File: config.mk
export PLATFORM = sky130hd
export DESIGN_NAME = fxp_mul_pipe_flat
export DESIGN_NICKNAME = d
export VERILOG_FILES = /design/src/rtl/fxp_pkg.sv /design/src/rtl/fxp_mul_pipe_if.sv /design/src/rtl/fxp_round_sat.sv /design/src/rtl/fxp_mul_pipe.sv /design/src/flat_wrapper.sv
export SDC_FILE = /design/constraint.sdc
export NUM_CORES = 1
export LEC_CHECK = 0
export ABC_AREA = 1
export CORE_MARGIN = 2
export CORE_UTILIZATION = 51
export CTS_CLUSTER_DIAMETER = 60
export DETAILED_ROUTE_END_ITERATION = 6
export PLACE_DENSITY = 0.77
export SYNTH_ARGS = -nofsm -noshare
export SYNTH_HDL_FRONTEND = slang
export SYNTH_SLANG_ARGS = --single-unit
File: constraint.sdc
create_clock -name clk -period 3.5 [get_ports clk]
set_input_delay 0.7 -clock clk [delete_from_list [all_inputs] [get_ports clk]]
set_output_delay 0.7 -clock clk [all_outputs]
set_load 0.01 [all_outputs]
File: src/rtl/fxp_pkg.sv
// Shared constants and width helpers for the fixed-point multiplier slice.
//   RND_*    : rounding-mode encodings carried alongside each operand pair
//   prod_w   : full-precision product width for Q(I1,F1) x Q(I2,F2)
//   shift_d  : number of product LSBs dropped (negative means left shift)
package fxp_pkg;

    localparam logic [1:0] RND_TRUNC     = 2'd0;
    localparam logic [1:0] RND_HALF_UP   = 2'd1;
    localparam logic [1:0] RND_HALF_EVEN = 2'd2;

    function automatic int prod_w(int i1, int f1, int i2, int f2);
        return i1 + f1 + i2 + f2;
    endfunction

    function automatic int shift_d(int f1, int f2, int out_f);
        return f1 + f2 - out_f;
    endfunction

    function automatic int imax(int a, int b);
        return (a > b) ? a : b;
    endfunction

endpackage

File: src/rtl/fxp_mul_pipe_if.sv
// Operand/result bundle of fxp_mul_pipe.
//   in_*     : operand side valid/ready plus a, b, rounding mode, saturate
//   out_*    : result side valid/ready plus data and per-result flags
//   sticky_* : sticky overflow/underflow and their clear
// Vectors are plain bit containers; the multiplier interprets them as signed.
// Parameters must match the ones given to fxp_mul_pipe.
interface fxp_mul_pipe_if #(
    parameter int I1    = 3,
    parameter int F1    = 2,
    parameter int I2    = 4,
    parameter int F2    = 2,
    parameter int OUT_I = 5,
    parameter int OUT_F = 3
);
    logic                   in_valid;
    logic                   in_ready;
    logic [I1+F1-1:0]       in_a;
    logic [I2+F2-1:0]       in_b;
    logic [1:0]             in_rnd;
    logic                   in_sat;
    logic                   out_valid;
    logic                   out_ready;
    logic [OUT_I+OUT_F-1:0] out_data;
    logic                   out_ovf;
    logic                   out_unf;
    logic                   out_inexact;
    logic                   sticky_clr;
    logic                   sticky_ovf;
    logic                   sticky_unf;

    modport master (
        output in_valid, in_a, in_b, in_rnd, in_sat, out_ready, sticky_clr,
        input  in_ready, out_valid, out_data, out_ovf, out_unf, out_inexact,
               sticky_ovf, sticky_unf
    );

    modport slave (
        input  in_valid, in_a, in_b, in_rnd, in_sat, out_ready, sticky_clr,
        output in_ready, out_valid, out_data, out_ovf, out_unf, out_inexact,
               sticky_ovf, sticky_unf
    );
endinterface

File: src/rtl/fxp_round_sat.sv
// Combinational rescale of a full-precision product to the output format.
//   p_i       : signed product, WP bits, FP fractional bits
//   rnd_i     : rounding mode (TRUNC / HALF_UP / HALF_EVEN, 3 = TRUNC)
//   sat_i     : 1 = clamp on overflow, 0 = keep low bits (wrap)
//   data_o    : signed result, OUT_I+OUT_F bits
//   ovf_o     : rounded value outside output range
//   unf_o     : nonzero product rounded to zero
//   inexact_o : nonzero bits were dropped
module fxp_round_sat
    import fxp_pkg::*;
#(
    parameter int WP    = 11,
    parameter int FP    = 4,
    parameter int OUT_I = 5,
    parameter int OUT_F = 3
) (
    input  logic signed [WP-1:0]          p_i,
    input  logic [1:0]                    rnd_i,
    input  logic                          sat_i,
    output logic signed [OUT_I+OUT_F-1:0] data_o,
    output logic                          ovf_o,
    output logic                          unf_o,
    output logic                          inexact_o
);
    localparam int D   = FP - OUT_F;
    localparam int W   = OUT_I + OUT_F;
    localparam int SHL = (D < 0) ? -D : 0;
    localparam int WR  = WP + 1 + SHL;          // rounded value width
    localparam int WC  = imax(WR, W) + 1;       // common compare width

    localparam logic [W-1:0] MIN_V = W'(1) << (W - 1);
    localparam logic [W-1:0] MAX_V = ~MIN_V;

    logic signed [WC-1:0] r_c;
    logic                 inex;

    generate
        if (D > 0) begin : g_rnd
            localparam logic [D-1:0] REST_MASK = {D{1'b1}} >> 1;
            logic signed [WP:0] pe, trunc, r;
            logic [D-1:0]       dropped;
            logic               half, rest_nz, inc;

            // One extra bit so the rounding carry out of the top is kept.
            assign pe      = {p_i[WP-1], p_i};
            assign trunc   = pe >>> D;
            assign dropped = p_i[D-1:0];
            assign half    = dropped[D-1];
            assign rest_nz = |(dropped & REST_MASK);

            always_comb begin
                inc = 1'b0;
                case (rnd_i)
                    RND_HALF_UP:   inc = half;
                    // Exact tie rounds up only when the kept LSB is odd.
                    RND_HALF_EVEN: inc = half && (rest_nz || trunc[0]);
                    default:       inc = 1'b0;
                endcase
            end

            assign r    = trunc + $signed({{WP{1'b0}}, inc});
            assign r_c  = {{(WC-WP-1){r[WP]}}, r};
            assign inex = |dropped;
        end else begin : g_shl
            logic signed [WR-1:0] pe, r;

            assign pe   = {{(SHL+1){p_i[WP-1]}}, p_i};
            assign r    = pe <<< SHL;
            assign r_c  = {{(WC-WR){r[WR-1]}}, r};
            assign inex = 1'b0;
        end
    endgenerate

    // In range iff every bit from the output sign bit upward agrees.
    assign ovf_o     = !((&r_c[WC-1:W-1]) || !(|r_c[WC-1:W-1]));
    assign unf_o     = (p_i != '0) && (r_c == '0);
    assign inexact_o = inex;

    always_comb begin
        data_o = r_c[W-1:0];
        if (ovf_o && sat_i)
            data_o = r_c[WC-1] ? MIN_V : MAX_V;
    end

endmodule

File: src/rtl/fxp_mul_pipe.sv
// Three-stage signed fixed-point multiplier with rounding and saturate/wrap.
//   clk, rst : rising-edge clock, synchronous active-high reset
//   bus      : operand/result/sticky bundle (slave side)
// Stage 1 holds operands and mode, stage 2 the full product, stage 3 the
// rescaled result and its flags. The whole pipe freezes when the result is
// not taken, so in_ready is simply "output slot free or being drained".
module fxp_mul_pipe
    import fxp_pkg::*;
#(
    parameter int I1    = 3,
    parameter int F1    = 2,
    parameter int I2    = 4,
    parameter int F2    = 2,
    parameter int OUT_I = 5,
    parameter int OUT_F = 3
) (
    input logic         clk,
    input logic         rst,
    fxp_mul_pipe_if.slave bus
);
    localparam int WA     = I1 + F1;
    localparam int WB     = I2 + F2;
    localparam int WP     = prod_w(I1, F1, I2, F2);
    localparam int W      = OUT_I + OUT_F;
    localparam int STAGES = 3;

    logic                advance, in_fire, out_xfer;
    logic [STAGES:1]     vld_pipe_q;

    logic signed [WA-1:0] a_q;
    logic signed [WB-1:0] b_q;
    logic [1:0]           rnd1_q, rnd2_q;
    logic                 sat1_q, sat2_q;

    logic signed [WP-1:0] a_ext, b_ext, p_d, p_q;

    logic signed [W-1:0]  rs_data, data_q;
    logic                 rs_ovf, rs_unf, rs_inex;
    logic                 ovf_q, unf_q, inex_q;
    logic                 st_ovf_q, st_unf_q;

    assign advance      = !vld_pipe_q[STAGES] || bus.out_ready;
    assign in_fire      = bus.in_valid && advance;
    assign out_xfer     = vld_pipe_q[STAGES] && bus.out_ready;
    assign bus.in_ready = advance;

    // Product always fits WP bits, so a WP x WP multiply truncated to WP is exact.
    assign a_ext = {{(WP-WA){a_q[WA-1]}}, a_q};
    assign b_ext = {{(WP-WB){b_q[WB-1]}}, b_q};
    assign p_d   = a_ext * b_ext;

    fxp_round_sat #(
        .WP    (WP),
        .FP    (F1 + F2),
        .OUT_I (OUT_I),
        .OUT_F (OUT_F)
    ) u_round_sat (
        .p_i       (p_q),
        .rnd_i     (rnd2_q),
        .sat_i     (sat2_q),
        .data_o    (rs_data),
        .ovf_o     (rs_ovf),
        .unf_o     (rs_unf),
        .inexact_o (rs_inex)
    );

    always_ff @(posedge clk) begin
        if (rst) begin
            vld_pipe_q <= '0;
            a_q        <= '0;
            b_q        <= '0;
            rnd1_q     <= RND_TRUNC;
            sat1_q     <= 1'b0;
            p_q        <= '0;
            rnd2_q     <= RND_TRUNC;
            sat2_q     <= 1'b0;
            data_q     <= '0;
            ovf_q      <= 1'b0;
            unf_q      <= 1'b0;
            inex_q     <= 1'b0;
        end else if (advance) begin
            vld_pipe_q <= {vld_pipe_q[STAGES-1:1], in_fire};
            a_q        <= bus.in_a;
            b_q        <= bus.in_b;
            rnd1_q     <= bus.in_rnd;
            sat1_q     <= bus.in_sat;
            p_q        <= p_d;
            rnd2_q     <= rnd1_q;
            sat2_q     <= sat1_q;
            // Bubbles leave the last result in place rather than loading junk.
            if (vld_pipe_q[STAGES-1]) begin
                data_q <= rs_data;
                ovf_q  <= rs_ovf;
                unf_q  <= rs_unf;
                inex_q <= rs_inex;
            end
        end
    end

    // Set beats clear when both land in the same cycle.
    always_ff @(posedge clk) begin
        if (rst) begin
            st_ovf_q <= 1'b0;
            st_unf_q <= 1'b0;
        end else begin
            st_ovf_q <= (st_ovf_q && !bus.sticky_clr) || (out_xfer && ovf_q);
            st_unf_q <= (st_unf_q && !bus.sticky_clr) || (out_xfer && unf_q);
        end
    end

    assign bus.out_valid   = vld_pipe_q[STAGES];
    assign bus.out_data    = data_q;
    assign bus.out_ovf     = ovf_q;
    assign bus.out_unf     = unf_q;
    assign bus.out_inexact = inex_q;
    assign bus.sticky_ovf  = st_ovf_q;
    assign bus.sticky_unf  = st_unf_q;

endmodule
File: src/flat_wrapper.sv
// flat-port wrapper written by rule: the top's interface ports become plain ports
module fxp_mul_pipe_flat import fxp_pkg::*;
#(
    parameter int I1    = 3,
    parameter int F1    = 2,
    parameter int I2    = 4,
    parameter int F2    = 2,
    parameter int OUT_I = 5,
    parameter int OUT_F = 3
)
  (clk, rst, bus_in_valid, bus_in_a, bus_in_b, bus_in_rnd, bus_in_sat, bus_out_ready, bus_sticky_clr, bus_in_ready, bus_out_valid, bus_out_data, bus_out_ovf, bus_out_unf, bus_out_inexact, bus_sticky_ovf, bus_sticky_unf);
  fxp_mul_pipe_if #(.I1(I1), .F1(F1), .I2(I2), .F2(F2), .OUT_I(OUT_I), .OUT_F(OUT_F)) bus_i ();
  input logic clk;
  input logic rst;
  input wire logic [$bits(bus_i.in_valid)-1:0] bus_in_valid;
  input wire logic [$bits(bus_i.in_a)-1:0] bus_in_a;
  input wire logic [$bits(bus_i.in_b)-1:0] bus_in_b;
  input wire logic [$bits(bus_i.in_rnd)-1:0] bus_in_rnd;
  input wire logic [$bits(bus_i.in_sat)-1:0] bus_in_sat;
  input wire logic [$bits(bus_i.out_ready)-1:0] bus_out_ready;
  input wire logic [$bits(bus_i.sticky_clr)-1:0] bus_sticky_clr;
  output wire logic [$bits(bus_i.in_ready)-1:0] bus_in_ready;
  output wire logic [$bits(bus_i.out_valid)-1:0] bus_out_valid;
  output wire logic [$bits(bus_i.out_data)-1:0] bus_out_data;
  output wire logic [$bits(bus_i.out_ovf)-1:0] bus_out_ovf;
  output wire logic [$bits(bus_i.out_unf)-1:0] bus_out_unf;
  output wire logic [$bits(bus_i.out_inexact)-1:0] bus_out_inexact;
  output wire logic [$bits(bus_i.sticky_ovf)-1:0] bus_sticky_ovf;
  output wire logic [$bits(bus_i.sticky_unf)-1:0] bus_sticky_unf;
  assign bus_i.in_valid = bus_in_valid;
  assign bus_i.in_a = bus_in_a;
  assign bus_i.in_b = bus_in_b;
  assign bus_i.in_rnd = bus_in_rnd;
  assign bus_i.in_sat = bus_in_sat;
  assign bus_i.out_ready = bus_out_ready;
  assign bus_i.sticky_clr = bus_sticky_clr;
  assign bus_in_ready = bus_i.in_ready;
  assign bus_out_valid = bus_i.out_valid;
  assign bus_out_data = bus_i.out_data;
  assign bus_out_ovf = bus_i.out_ovf;
  assign bus_out_unf = bus_i.out_unf;
  assign bus_out_inexact = bus_i.out_inexact;
  assign bus_sticky_ovf = bus_i.sticky_ovf;
  assign bus_sticky_unf = bus_i.sticky_unf;
  fxp_mul_pipe #(.I1(I1), .F1(F1), .I2(I2), .F2(F2), .OUT_I(OUT_I), .OUT_F(OUT_F)) u_core (.clk(clk), .rst(rst), .bus(bus_i));
endmodule
After elaboration in Yosys (flattened, before gate mapping)
Cells that the tools add are included.
{"block": "totals", "ff_bits": 44}
{"block": "classes", "mul": 1, "n_mux": 3, "eq_ne": 2, "addsub": 1, "n_reduce_logical": 22}
{"op": "two-way mux 8 bit", "n": 2}
{"op": "zero test 13 bit", "n": 1}
{"op": "adder 10 x 2 -> 11 bit", "n": 1}
{"op": "multiplier 5 x 6 -> 11 bit", "n": 1}
{"op": "nonzero test 11 bit", "n": 1}
{"op": "logical AND 1 bit", "n": 9}
{"op": "AND reduction 5 bit", "n": 1}
{"op": "OR reduction 5 bit", "n": 1}
{"op": "zero test 1 bit", "n": 4}
{"op": "logical OR 1 bit", "n": 4}
{"op": "equality test 2 x 1 -> 1 bit, second input constant", "n": 1}
{"op": "equality test 2 bit, second input constant", "n": 1}
{"op": "case mux 1 bit (2 select lines)", "n": 1}
{"op": "AND reduction 2 bit", "n": 1}

Depth between registers and ports, before layout
Gate-level depths: netlist of the first run.
{"block": "logic_depth", "depth_word": 9, "mapped_depth": 19}

Hierarchy
A second synthesis of the first run with hierarchy kept.
{"block": "hier_totals", "cells_unflattened": 475, "hier_area_um2": 3320.7}
{"mod": "fxp_mul_pipe", "area_each_um2": 2850.2, "n_inst": 1, "cells_per_inst": 389, "seq_area_each_um2": 880.8}
{"mod": "fxp_round_sat", "area_each_um2": 470.5, "n_inst": 1, "cells_per_inst": 86, "seq_area_each_um2": 0.0}

Least setup slack after synthesis of the first run
OpenSTA, ideal clock, no wires.
{"block": "synth_timing", "path_type": "reg-to-reg", "startpoint": "register u_core.a_q[4]", "endpoint": "register u_core.p_q[9]", "setup_slack_ps": 25, "arrival_ps": 3417, "setup_ps": 57, "path_stages_with_launch": 16, "n_path_buf": 0, "path_cell_list": "dfxtp_1 -> inv_1 -> or2_2 -> fa_1 -> fa_1 -> fa_1 -> fa_1 -> o21ai_0 -> nand2_1 -> nand2_1 -> a21oi_1 -> nor2_1 -> nor2_1 -> nand2_1 -> nand3_1 -> inv_1"}
{"block": "synth_via", "elab_chain_len": 1}
{"item": "start, declared", "line_no": "fxp_mul_pipe.sv:30", "source": "logic signed [WA-1:0] a_q;"}
{"item": "start signal, assigned", "line_no": "fxp_mul_pipe.sv:83", "source": "a_q <= bus.in_a;"}
{"item": "multiplier 5 x 6 -> 11 bit", "line_no": "fxp_mul_pipe.sv:50", "source": "assign p_d = a_ext * b_ext;"}
{"item": "end signal, assigned", "line_no": "fxp_mul_pipe.sv:87", "source": "p_q <= p_d;"}
{"item": "end, declared", "line_no": "fxp_mul_pipe.sv:35", "source": "logic signed [WP-1:0] a_ext, b_ext, p_d, p_q;"}
No other way between the ends.
A chain may end at the register's enable or synchronous reset.

Worst setup path in the final report of the first run
{"block": "layout_timing", "startpoint": "register u_core.a_q[4]", "endpoint": "register u_core.p_q[8]"}
The elaborated chain is that of the path after synthesis.

==> results of run 1 <==
## layer usage
layer | global-route usage | share of wire | routed length, um
met5 | 0 | 0 | 0
met4 | 0.08305 | 0.022 | 137
met3 | 0.03556 | 0.034 | 208
met2 | 0.3488 | 0.52 | 3158
met1 | 0.2257 | 0.43 | 2607
## final timing paths
| check | startpoint | end | cells past startpoint |
|---|---|---|---|
| min reg2reg | u_core.bus.out_data[7] | u_core.bus.out_data[7] | 2 |
| max reg2reg | u_core.a_q[4] | u_core.p_q[8] | 16 |
| max | u_core.a_q[4] | u_core.p_q[8] | 16 |
| min | u_core.bus.out_data[7] | u_core.bus.out_data[7] | 2 |
## state kept, by name, summed over array words and instances (netlist names), 2 cells and up
register	cells
u_core.p_q	11
u_core.vld_pipe_q	3
u_core.rnd1_q	2
u_core.bus.out_data	8
u_core.rnd2_q	2
u_core.a_q	5
u_core.b_q	6
## area by class of cell
type	instances	area, um^2	share of cell area
Tap cell	75	93.84	0.02558
Clock buffer	6	72.57	0.01978
Sequential cell	44	889.6	0.2425
Timing Repair Buffer	46	431.7	0.1177
Clock inverter	2	35.03	0.009550
Multi-Input combinational cell	272	1889	0.5150
Inverter	68	256.5	0.06992
## worst register-to-register path: cells and delay by family, from the launching register on
family,cells,cell delay [ps]
XOR/XNOR,1,140
AND/OR/NAND/NOR,4,380
AO/OA/AOI/OAI,2,290
flip-flops,1,330
buffers and inverters,5,370
adder cells (fa/ha/maj),4,1830
## power by group
group,internal [mW],total (mW),switching [mW]
registers,0.544,0.590,0.0464
clock network,0.212,0.383,0.171
logic,0.175,0.391,0.216
total,0.931,1.36,0.434
## what timing repair did
| action | 4_1_cts | 5_1_grt |
|---|---|---|
| endpoints found under the hold margin | 0 | 0 |
| resized for setup | 1 | 17 |
| endpoints found under the setup margin | 1 | 5 |
| buffers inserted | 0 | 0 |
| pin swaps | 0 | 6 |
## logic make-up (layout without fill, tap and decap cells)
| kind of cell | count (synthesis) | after routing | synth area share |
|---|---|---|---|
| simple gates | 140 | 140 | 0.2046 |
| buf+inv | 79 | 122 | 0.09942 |
| compound gates | 77 | 77 | 0.1442 |
| flops | 44 | 44 | 0.2916 |
| fa+ha+maj | 41 | 41 | 0.2196 |
| xor+xnor | 14 | 14 | 0.04060 |
## placed cells by master (no fill, tap or decap), types with 2 or more instances in the layout
master            n
clkdlybuf4s50_1  33
nand3_2           3
nand3_1           9
nor2_2            3
xnor2_1           5
nand2_1          66
o211ai_1          2
buf_4            12
ha_4              2
ha_1             18
o21bai_1          3
a21oi_1          21
clkinv_2          2
o21ai_0          36
dfxtp_1          39
clkbuf_8          5
nand2_2           4
nor2_1           44
nor3_1            3
nor2_4            3
xor2_1            9
a21oi_2          10
nor4_1            2
inv_1            66
dfxtp_2           4
fa_1             19
## stage by stage
stage	hold slack, ps	setup WS [ps]
6_report	471.5	62.43
5_1_grt	497.9	-129.2
4_1_cts	471.8	22.18
3_5_place_dp	459.7	18.43
3_3_place_gp	454.6	96.50
2_1_floorplan	449.5	25.45
==> metrics, run 1 <==
outcome=complete, no violations; Detailed Routing Iterations Pass 1=4; Die H=between 80 and 90 um; Required @ worst endpoint=roughly 3700 ps; TritonCTS buffer count=5; drt drc=0; final instance area=3669 um^2; Cell variety after synth=31; Max Slew Vio Count=0; Clock Skew=between 8 and 9 ps; Non-Filler Instances=roughly 510; EDFF count, synth=0; crit-path cells=inv_1, buf_6, nor2_2, fa_1, fa_1, inv_1, fa_1, inv_1, ha_4, a21oi_1, nand2_1, nand3_1, nand2_1, xor2_1, o211ai_1, inv_1; post-route minimum period=roughly 3400 ps; Synth Instances=395; clock buffer depth=2; Most common cell on crit path=inv_1; Post-Syn Area=a little over 3000 um^2; hold_buf cts=0; reg-to-reg setup timing slack=~62 ps; # nets final=497; Primary FF master, synth=dfxtp_1; DRT iter0 DRCs=125; CP Class=flip-flop to flip-flop; n_diodes=0; CTS tree=built; slowest CP cell=fa_1; CP Capture Type=flip-flop; actual slew at the worst max-slew pin=around 460 ps; fin crit share=0.9822; Power Dens Cells=about 370 nW/um^2; CP delay by family, top=adder cells; Max FO, Critical Path=6; Root Driver=clkbuf_8; post-DR wirelength/cell=~12 um; total grt overflow=0; Total Routed Length=6110 um; Hold Crit Class=flip-flop to flip-flop; Die Wd=~81 um; placed cell area=around 3500 um^2; largest net degree at the start of global routing=29; setup violators final=0; Buf/Inv on CP=5; top post-synthesis cells by count=inv_1 (66), nand2_1 (66), nor2_1 (46); GP Congestion=about 0.85; CTS sink cnt=44; clk slew on worst S/H paths=around 90 ps; fill count=520; Critical Path Start Type=flip-flop; Synthesized Nets=approximately 460; Lkg Pwr=1.774 nW; CP arrival=3630 ps; Seq/Total Area, Yosys=0.2916; Crit path largest cell delay=590 ps; initial antenna violation count=0; f_max=290.9 MHz; Util after Layout=0.6308; syn avg cell area=between 7 and 8 um^2; Syn-to-layout area delta=21.46%; first-pass GRT wire length=10070 um; DR vias=2549; Initial Util=0.5194; post-DR vias/cell=between 4 and 5; setup_tns=0 ps; Detail Route Antenna Nets=0; placed cell count=~510; share of layout cells above drive strength 1=0.1324; boundary pin count=34; Global Route Usage Sum=0.1943; Slew headroom=0.6899; Hold Fails Final Rpt=0; Core ar.=around 5800 um^2; top cells by area, synth=dfxtp_1 (29%), fa_1 (13%), ha_1 (8.7%); max cap viols=0; vias in the first global route=about 2400; dpl hpwl=about 4700 um; worst vdd ir=~0.00024 V; die area=6554 um^2; IO buf count=33; post-synth top area share=0.2916; clock latency on the worst-skew pair=around 300 ps; total power=roughly 1.4 mW; H-tree levels=2; yosys warns=0; #FFs+latches synth=between 40 and 50; ys async rst share=0; Site Rows=28; Synth area leader=dfxtp_1
Power figures use the tool's default switching activity.
==> run 2: changes to the inputs <==
Settings changed: CORE_UTILIZATION 51 to 56, PLACE_DENSITY 0.77 to 0.81.
Clock period 3.5 ns to 3.2 ns, I/O delays scaled along.
==> run 2 against run 1 <==
Effect of this change: the run now ends with negative setup slack left; setup slack lost 160 ps; die area shrank 8.5%; non-clock buffer count grew 23; global-route usage grew 3.6 points; cell count grew 3.5%; combinational power grew 36%; count of clock-buffer cells in the layout shrank 1; critical path depth shrank 1; register-to-register slack lost 160 ps; sequential share of layout area shrank 1.6 points; via count grew 8.6%; critical path type unchanged.
==> metrics, run 2 (synthesized netlist as in run 1, its figures left out) <==
outcome=finished, violations left; failing checks=negative setup slack; vias in the first global route=between 2000 and 3000; H-tree levels=2; cells on worst reg2reg path=15; Met1 Wirelength=2953 um; max cap viols=0; most frequent cells in the layout=inv_1 (62), nand2_1 (61), nor2_1 (44), dfxtp_1 (37), buf_4 (36); Hold Fails Final Rpt=0; worst hold margin=roughly 470 ps; unrepaired setup endpoints after global routing=true; post-route minimum period=between 3000 and 4000 ps; TritonCTS buffer count=5; fin crit share=1.031; placed cell count=slightly above 500; Hold Crit Class=flip-flop to flip-flop; drt drc=0; Syn-to-layout area delta=30.99%; Util after Layout=0.7649; Initial Util=0.5839; worst vdd ir=0.0003039 V; total grt overflow=0; Max FO, Critical Path=6; Required @ worst endpoint=approximately 3500 ps; post-DR wirelength/cell=between 10 and 15 um; Largest register FFs=11; CP Capture Type=flip-flop; DRT iter0 DRCs=about 150; initial antenna violation count=0; dpl hpwl=4888 um; f_max=roughly 300 MHz; Site Rows=26; Total Routed Length=slightly above 7000 um; Core ar.=5172 um^2; met2 wire length=between 3000 and 4000 um; Non-Filler Instances=around 530; Max Slew Vio Count=0; Crit path largest cell delay=560 ps; clock buffer depth=2; crit-path cells=inv_6, or2_4, fa_1, fa_2, fa_1, fa_2, o21ai_2, nand2_1, nand2_1, a21oi_2, nor2_1, nor2_1, nand2_1, nand3_1, inv_1; met3 WL post-DR=283 um; Setup WS pre-CTS=-108.8 ps; most common cell after layout, fill and taps aside=inv_1; Power Dens Cells=about 410 nW/um^2; CTS sink cnt=44; max layer used=met4; CTS tree=built; Global Route Usage Sum=0.2303; Detailed Routing Iterations Pass 1=4; Final WS setup=-100.1 ps; Most common cell on crit path=nand2_1; clk slew on worst S/H paths=roughly 90 ps; # nets final=between 500 and 600; IO buf count=33; setup violators final=4; hold_buf cts=0; Detail Route Antenna Nets=0; share of layout cells above drive strength 1=0.2256; Lkg Pwr=1.880 nW; Critical Path Start Type=flip-flop; CP arrival=roughly 3600 ps; Largest Register=u_core.p_q; Worst Hold Depth=2; die area=approximately 6000 um^2; Die Wd=77.44 um; GP Congestion=0.9168; clock latency on the worst-skew pair=~300 ps; DR vias=2767; boundary pin count=34; Slew headroom=0.7624; Die H=~77 um; setup_tns=-254.6 ps; CP Class=flip-flop to flip-flop; first-pass GRT wire length=around 11000 um; n_diodes=0; slowest CP cell=fa_2; largest net degree at the start of global routing=40; post-DR vias/cell=around 5.2; Root Driver=clkbuf_8; Clock Skew=between 6 and 7 ps; actual slew at the worst max-slew pin=approximately 350 ps
run 2: final timing paths:
check                        start                    end  slack, ps
max                  u_core.a_q[4]          u_core.p_q[9]       -100
min          u_core.bus.sticky_unf  u_core.bus.sticky_unf        470
max reg2reg          u_core.a_q[4]          u_core.p_q[9]       -100
min reg2reg  u_core.bus.sticky_unf  u_core.bus.sticky_unf        470
run 2: repair_timing:
action | in CTS | in global routing
pin swaps | 10 | 26
setup endpoints to repair | 5 | 5
buffers inserted | 1 | 6
resized for setup | 7 | 32
run 2: per-layer routing:
metal  GRT usage  up-vias
li1            -     1365
met1      0.2526     1301
met2      0.4365       85
met3     0.05349       16
met4     0.06964        0
met5           0        -
run 2: stage by stage:
step | cell area, um^2 | power (mW)
after floorplan | 3054 | 0.9475
after global placement | 3656 | 1.098
after detailed placement | 3656 | 1.118
after CTS | 3794 | 1.551
after global routing | 3956 | 1.697
final | 3956 | 1.605
run 2: final cells by class:
cell class	instances	area, um^2
Timing Repair Buffer	69	600.6
Inverter	68	261.5
Sequential cell	44	897.1
Clock inverter	3	42.54
Clock buffer	5	68.82
Tap cell	70	87.58
Multi-Input combinational cell	272	1998
Fill cell	342	1216
run 2: where the power goes:
part           internal [mW]  switching [mW]
Sequential             0.594          0.0508
Combinational          0.255           0.278
Clock                  0.231           0.197
run 2: worst max-delay path: cells and delay by family (launching register included):
family	cells	cell delay, ps
fa+ha+maj	4	1860
simple gates	7	670
flops	1	380
compound gates	2	260
buf+inv	2	100
==> run 3: changes to the inputs <==
Settings changed: ABC_AREA 1 to not set, PLACE_DENSITY 0.81 to 0.8.
==> run 3 against run 2 <==
Effect of this change: the run still ends with negative setup slack left; final area about the same; largest power group unchanged; clock skew increased by 0.64 ps; wire length increased by 1.2%; fmax decreased by 2.0%; total power decreased by 13%; cell count decreased by 7.3%.
==> metrics, run 3 <==
DRT iter0 DRCs=between 150 and 200; actual slew at the worst max-slew pin=between 700 and 800 ps; Synth Instances=~370; post-DR wirelength/cell=between 10 and 15 um; Largest register FFs=11; GP Congestion=approximately 0.9; EDFF count, synth=0; Power Dens Cells=between 300 and 400 nW/um^2; share of layout cells above drive strength 1=0.2071; #FFs+latches synth=44; syn avg cell area=between 8 and 9 um^2; n_diodes=0; Site Rows=27; IO buf count=33; Clk pwr share=0.267; fin crit share=1.053; DR vias=about 2800; Die Wd=79.22 um; # nets final=roughly 480; CP arrival=3560 ps; Syn-to-layout area delta=24.96%; post-synth top area share=0.2780; post-DR vias/cell=5.589; total power=~1.4 mW; Critical Path Start Type=flip-flop; Largest Register=u_core.p_q; sequential power share=0.450; outcome=finished, violations left; unrepaired setup endpoints after global routing=true; clock buffer depth=2; CP Class=flip-flop to flip-flop; Slew headroom=0.4879; die area=about 6300 um^2; final instance area=slightly below 4000 um^2; Cell variety after synth=53; failing checks=negative setup slack; largest net degree at the start of global routing=35; clk slew on worst S/H paths=approximately 90 ps; ys async rst share=0; Psw=approximately 450 uW; Clock Skew=6.795 ps; Initial Util=0.5789; Hold Crit Class=flip-flop to flip-flop; Required @ worst endpoint=roughly 3400 ps; Global Route Usage Sum=0.2496; Seq/Total Area, Yosys=0.2780; first-pass GRT wire length=about 12000 um; top post-synthesis cells by count=nand2_1 (69), dfxtp_1 (44), a21oi_1 (39); drt drc=0; post-route minimum period=~3400 ps; Setup WS pre-CTS=-222.4 ps; Hold Fails Final Rpt=0; most common cell after layout, fill and taps aside=nand2_1; f_max=~300 MHz; max cap viols=0; Core ar.=around 5500 um^2; dpl hpwl=roughly 5300 um; fill count=444; Combinational Power Share=0.283; Total Routed Length=around 7300 um; boundary pin count=34; top cells by area, synth=dfxtp_1 (28%), fa_1 (13%), ha_1 (8.3%); Detailed Routing Iterations Pass 1=4; Max FO, Critical Path=6; Synth area leader=dfxtp_1; setup_tns=-695.8 ps; Lkg Pwr=around 1.6 nW; placed cell area=3730 um^2; CTS sink cnt=44; Detail Route Antenna Nets=0; CP Capture Type=flip-flop; Final WS setup=-168.1 ps; total grt overflow=0; clock latency on the worst-skew pair=300 ps; P_int=around 950 uW; Post-Syn Area=approximately 3200 um^2; initial antenna violation count=0; yosys warns=0; setup violators final=6; Max Slew Vio Count=0; Synthesized Nets=431; Root Driver=clkbuf_8; Primary FF master, synth=dfxtp_1; Sw Share=0.3200; H-tree levels=2; most frequent cells in the layout=nand2_1 (67), a21oi_1 (38), dfxtp_1 (35), clkdlybuf4s50_1 (33), inv_1 (30); vias in the first global route=2778; Die H=approximately 79 um; most common cell in the netlist=nand2_1; worst vdd ir=between 0.0003 and 0.0004 V; TritonCTS buffer count=5; CTS tree=built
-- run 3: changes by cell type after synthesis, sizes merged, moves of 3 or more --
| cell | previous run | this run |
|---|---|---|
| a211oi | 1 | 4 |
| a21oi | 31 | 41 |
| a221oi | 0 | 7 |
| and2 | 0 | 21 |
| buf | 2 | 7 |
| clkbuf | 9 | 12 |
| inv | 67 | 32 |
| nor2 | 50 | 14 |
| nor2b | 0 | 3 |
| o21ai | 38 | 3 |
| xnor2 | 5 | 9 |
| xor2 | 9 | 3 |
-- run 3: stage by stage --
step | std cells | utilization | hold WS (ps)
detailed placement | 480 | 0.6815 | 449.6
global route | 492 | 0.7234 | 491.7
finish | 492 | 0.7234 | 464.2
CTS | 492 | 0.7154 | 463.5
floorplan | 371 | - | 431.9
global placement | 480 | 0.6815 | 440.1
-- run 3: power by group through the flow --
stage / Combinational, mW / Sequential (mW) / Clock, mW
after floorplan: 0.275 / 0.621 / 0
after global placement: 0.353 / 0.639 / 0
after detailed placement: 0.366 / 0.641 / 0
after CTS: 0.378 / 0.628 / 0.377
after global routing: 0.442 / 0.637 / 0.408
final: 0.397 / 0.631 / 0.375
-- run 3: final timing paths --
kind                    startpoint  slack (ps)          endpoint  cells past startpoint
setup / recovery     u_core.a_q[3]        -170     u_core.p_q[5]                     12
hold reg to reg   u_core.rnd1_q[0]         460  u_core.rnd1_q[0]                      2
hold / removal    u_core.rnd1_q[0]         460  u_core.rnd1_q[0]                      2
setup reg to reg     u_core.a_q[3]        -170     u_core.p_q[5]                     12
-- run 3: layout make-up --
type                       count  area (um^2)  share of cell area
tap                           72        90.09             0.02276
multi-input combinational    275         2210              0.5582
sequential                    44        902.1              0.2279
clock inverter                 2        15.01            0.003793
clock buffer                   6        82.58             0.02086
timing repair buffer          60        533.0              0.1346
inverter                      33        126.4             0.03192
-- run 3: kinds of logic after synthesis --
| family | after synthesis | synth area share |
|---|---|---|
| and+or+nand+nor | 142 | 0.2172 |
| AOI/OAI and AO/OA | 77 | 0.1813 |
| buffers and inverters | 52 | 0.07109 |
| DFF | 44 | 0.2780 |
| adders and majority gates | 41 | 0.2093 |
| xor gates and xnor gates | 12 | 0.03318 |
| muxes | 3 | 0.009874 |
-- run 3: metal layers --
layer,up-vias,wire length (um),share of wire,GRT usage
li1,1348,-,-,-
met1,1317,2937,0.40,0.2931
met2,71,3932,0.54,0.4636
met3,14,298,0.041,0.04318
met4,0,109,0.015,0.07069
met5,-,0,0,0
-- run 3: critical path, cell delays in order, from the launching register on --
cell	delay, ps
dfxtp_2	380
nand2_1	110
fa_1	570
fa_1	450
fa_1	500
buf_4	160
fa_2	380
buf_4	150
buf_4	130
o21ai_2	120
a21oi_1	80
a21oi_1	160
nor2_1	60
-- run 3: timing repair --
action                                  4_1_cts  5_1_grt
pin swaps                                    23       14
buffers inserted                              4        0
resized for setup                            17       10
hold buffers                                  0        0
endpoints found under the setup margin        4        6
